<file path="src/rtl/reg_adder_pkg.sv">
// reg_adder_pkg: sizing helper shared by the carry-lookahead adder.
package reg_adder_pkg;

   function automatic int num_groups(input int width, input int group);
      return (width + group - 1) / group;
   endfunction

endpackage

</file>
<file path="src/rtl/reg_adder_cla_group.sv">
// cla_group: N-bit carry-lookahead slice with group generate/propagate.
module cla_group
   import reg_adder_pkg::*;
#(
   parameter int N = 4
) (
   input  logic [N-1:0] a,
   input  logic [N-1:0] b,
   input  logic         cin,
   output logic [N-1:0] sum,
   output logic         gg,
   output logic         gp,
   output logic         cout
);

   logic [N-1:0] g, p;
   logic [N:0]   c;
   logic         t, u;

   // each carry is expanded independently from cin, not chained bit to bit
   always_comb begin
      g = a & b;
      p = a ^ b;
      c = '0;
      t = 1'b0;
      u = 1'b0;
      for (int i = 0; i <= N; i++) begin
         t = cin;
         for (int j = 0; j < i; j++) t = g[j] | (p[j] & t);
         c[i] = t;
      end
      for (int j = 0; j < N; j++) u = g[j] | (p[j] & u);
   end

   assign sum  = p ^ c[N-1:0];
   assign gg   = u;
   assign gp   = &p;
   assign cout = c[N];

endmodule

</file>
<file path="src/rtl/reg_adder.sv">
// reg_adder: CLA adder with combinational sum/flags and a one-cycle registered copy.
module reg_adder
   import reg_adder_pkg::*;
#(
   parameter int WIDTH = 32,
   parameter int GROUP = 4
) (
   input  logic             clk,
   input  logic             rst,
   input  logic [WIDTH-1:0] in1,
   input  logic [WIDTH-1:0] in2,
   output logic [WIDTH-1:0] out,
   output logic             cout,
   output logic             ovf,
   output logic [WIDTH-1:0] out_q,
   output logic             cout_q,
   output logic             ovf_q
);

   localparam int NG = num_groups(WIDTH, GROUP);

   logic [NG:0]   gc;
   logic [NG-1:0] gg, gp, sc;
   logic          unused_sc;

   assign gc[0] = 1'b0;

   for (genvar k = 0; k < NG; k++) begin : grp
      localparam int LO = k * GROUP;
      localparam int N  = (WIDTH - LO < GROUP) ? WIDTH - LO : GROUP;
      cla_group #(.N(N)) u_cla (
         .a    (in1[LO+N-1:LO]),
         .b    (in2[LO+N-1:LO]),
         .cin  (gc[k]),
         .sum  (out[LO+N-1:LO]),
         .gg   (gg[k]),
         .gp   (gp[k]),
         .cout (sc[k])
      );
      assign gc[k+1] = gg[k] | (gp[k] & gc[k]);
   end

   // slice carries duplicate the group-level chain, which is the one used
   assign unused_sc = ^sc;

   assign cout = gc[NG];
   assign ovf  = (in1[WIDTH-1] == in2[WIDTH-1]) && (out[WIDTH-1] != in1[WIDTH-1]);

   always_ff @(posedge clk or posedge rst) begin
      if (rst) begin
         out_q  <= '0;
         cout_q <= 1'b0;
         ovf_q  <= 1'b0;
      end else begin
         out_q  <= out;
         cout_q <= cout;
         ovf_q  <= ovf;
      end
   end

endmodule

</file>
<file path="config.mk">
export PLATFORM = sky130hd
export DESIGN_NAME = reg_adder
export DESIGN_NICKNAME = d
export VERILOG_FILES = /design/src/rtl/reg_adder_pkg.sv /design/src/rtl/reg_adder_cla_group.sv /design/src/rtl/reg_adder.sv
export SDC_FILE = /design/constraint.sdc
export NUM_CORES = 1
export LEC_CHECK = 0
export BUFFER_PORTS_ARGS = -buffer_cell sky130_fd_sc_hd__buf_2
export CORE_MARGIN = 2
export CORE_UTILIZATION = 28
export DETAILED_ROUTE_END_ITERATION = 10
export PLACE_DENSITY = 0.64
export SLEW_MARGIN = 20
export SYNTH_ARGS = -nofsm -noshare
export SYNTH_HDL_FRONTEND = slang
export SYNTH_SLANG_ARGS = --single-unit
</file>
<file path="constraint.sdc">
create_clock -name clk -period 9.4 [get_ports clk]
set_clock_uncertainty 0.15 [all_clocks]
set_input_delay 1.88 -clock clk [delete_from_list [all_inputs] [get_ports clk]]
set_output_delay 1.88 -clock clk [all_outputs]
set_load 0.005 [all_outputs]
</file>
==> metrics <==
leakage power=1.58 nW; pwr dens=155 nW/um^2; Die ar.=8160 sq um; DR pass1 iterations=4; Avg WL per Cell=13.5 microns; count of different cell masters after synthesis=24; Hold Slack=1.52 ns; Post-DRT Antenna Nets=0; RSZ-0062 raised after global routing=false; Avg Synthesized Cell Area=14.3 sq um; sw power=144 uW; Post-synth EDFFs=0; Max stage delay on crit path=0.42 ns; status=complete, no violations; Net Sw Frac=31.3%; Worst-path clk slew=0.07 ns; worst min path class=input port to async pin; clock group share of total power=24.7%; vias per cell=4.29; minimum clock period=8.02 ns; Nets=406; largest cells by area after synthesis=dfrtp_1 41%, fa_1 23%, ha_1 17%; final hold vios=0; PortBufs=133; # Post-CTS Setup Buffers=0; Die Y-Extent=90.4 microns; CP cell instances=buf_2 -> ha_1 -> fa_1 -> fa_1 -> fa_1 -> a41oi_1 -> o21ai_0 -> nor4b_2 -> o41ai_2 -> o21ai_1 -> fa_1 -> fa_1 -> fa_1 -> xor2_1 -> buf_2; H-tree Lvls=2; clock tree buffer depth=2; total CTS buffers=5; GP Congestion=0.795; Synth top area share=40.7%; vias in the first global route=1810; maximum clock frequency=0.125 GHz; register area share after synthesis=40.7%; Max FO, Critical Path=3; Yosys reg bits=34; DRC viols=0; grt total ovfl=0; Critical Path Source Type=input port; layout cell share with drive strength beyond 1=50.7%; Die W=90.4 microns; Sink Count=34; Worst slew margin=57.4%; hold buffer count at cts=0; largest net degree at the start of global routing=20; DP Wirelength=4640 microns; Fillers=711; crit end category=output pin; Synth area leader=dfrtp_1; initial core utilization=28.8%; fin util=41.0%; Syn. warnings=0; CP max stage cell=fa_1; antenna violations before repair=0; core area=7250 sq um; WS Path Type=input port to output pin; post-CTS sizing=0; initial DRC count=39; P_int=316 uW; Critical Path AT=5.99 ns; GRT Total Usage=13.5%; global-route wire length before repair=8560 microns; Routed met1 length=2120 microns; async set or reset register ratio after synthesis=100%; root buffer cell=clkbuf_8; vias post-DR=1662; Ports=134; most used cell, CP=fa_1; Least-Margin Pin Slew=0.638 ns; Met2 Wirelength=2630 microns; IR drop worst, VDD=0.0000478 V; commonest non-fill, non-tap cells in the layout=133 x buf_2, 34 x dfrtp_1, 29 x ha_1, 24 x fa_1; ant diodes=0; Row Count=31; Layout area overhead=42.5%; CTS tree=done; wire length on met3=310 microns; max layer used=met4; Syn Inst Count=146; Slew Limit Fails=0; Top FF cell, synth=dfrtp_1; MaxCap Viol Count=0; sequential share of power=39.5%; Logic pwr share=35.9%; mapped cell area=2090 sq um; Post-Syn Nets=265; final period utilization=85.3%; setup tns final=0 ns; Worst EP required=7.37 ns; final wirelength=5230 microns; commonest non-fill, non-tap cell in the layout=buf_2; Final setup viols=0
-- layout make-up --
class / instances / area [sq um] / area share, %
Inverter: 7 / 26.3 / 0.883
Multi-Input combinational cell: 105 / 1210 / 40.7
Clock inverter: 1 / 5.00 / 0.168
Timing Repair Buffer: 134 / 673 / 22.6
Tap cell: 99 / 124 / 4.16
Clock buffer: 7 / 86.3 / 2.90
Sequential cell: 34 / 851 / 28.6
-- worst max-delay path: cells and delay by family --
kind	cells	cell delay (ns)
AND/OR/NAND/NOR	1	0.20
XOR/XNOR	1	0.25
AO/OA/AOI/OAI	4	0.80
adder cells (fa/ha/maj)	7	2.61
buffers and inverters	2	0.26
-- cells in the mapped netlist (all sizes together), types with 3 or more instances --
library cell	instances
inv	7
nand4	4
fa	24
nand2	5
xor2	7
dfrtp	34
o21ai	5
nor2	3
a21oi	8
a21o	8
ha	29
-- sequential cells by signal, indices dropped and copies added, names as in the netlist --
register	count
ovf_q	1
cout_q	1
out_q	32
-- power by group through the flow --
stage          clock, mW  sequential, mW  combinational [mW]
6_report           0.114           0.182               0.165
5_1_grt            0.127           0.185               0.186
4_1_cts            0.120           0.182               0.169
3_5_place_dp           0           0.185               0.169
3_3_place_gp           0           0.184               0.166
2_1_floorplan          0           0.190              0.0694
-- worst max path at each step --
stage                     startpoint       to  slack, ns  depth (start not counted)
after floorplan               in1[0]      ovf       1.84                         14
after global placement        in1[0]      ovf       1.46                         16
after global routing          in1[0]  out[31]       1.13                         15
after CTS                     in1[0]      ovf       1.34                         16
final                         in1[0]  out[31]       1.38                         15
after detailed placement      in1[0]  out[31]       1.36                         15
-- routing by layer --
layer	GRT usage (%)	up-vias
li1	-	798
met1	16.2	778
met2	22.8	74
met3	3.26	12
met4	6.28	0
met5	0	-
-- cell families (layout without fill, tap and decap cells) --
logic type                 Yosys count  in the layout  synth area share (%)
DFF                                 34             34                  40.7
xor gates and xnor gates             8              8                  3.36
buffers and inverters                7            149                  1.26
AOI/OAI and AO/OA                   29             29                  10.1
and+or+nand+nor                     15             15                  4.19
adders and majority gates           53             53                  40.4
-- stage by stage --
stage                     area, sq um  worst slack, ns  power, mW  cells
after global placement           2890             1.46      0.350    379
final                            2980             1.38      0.461    387
after floorplan                  2090             1.84      0.260    146
after CTS                        2980             1.34      0.471    387
after detailed placement         2890             1.36      0.354    379
after global routing             2980             1.13      0.498    387
Note: power is estimated with default switching activity, not from simulation.
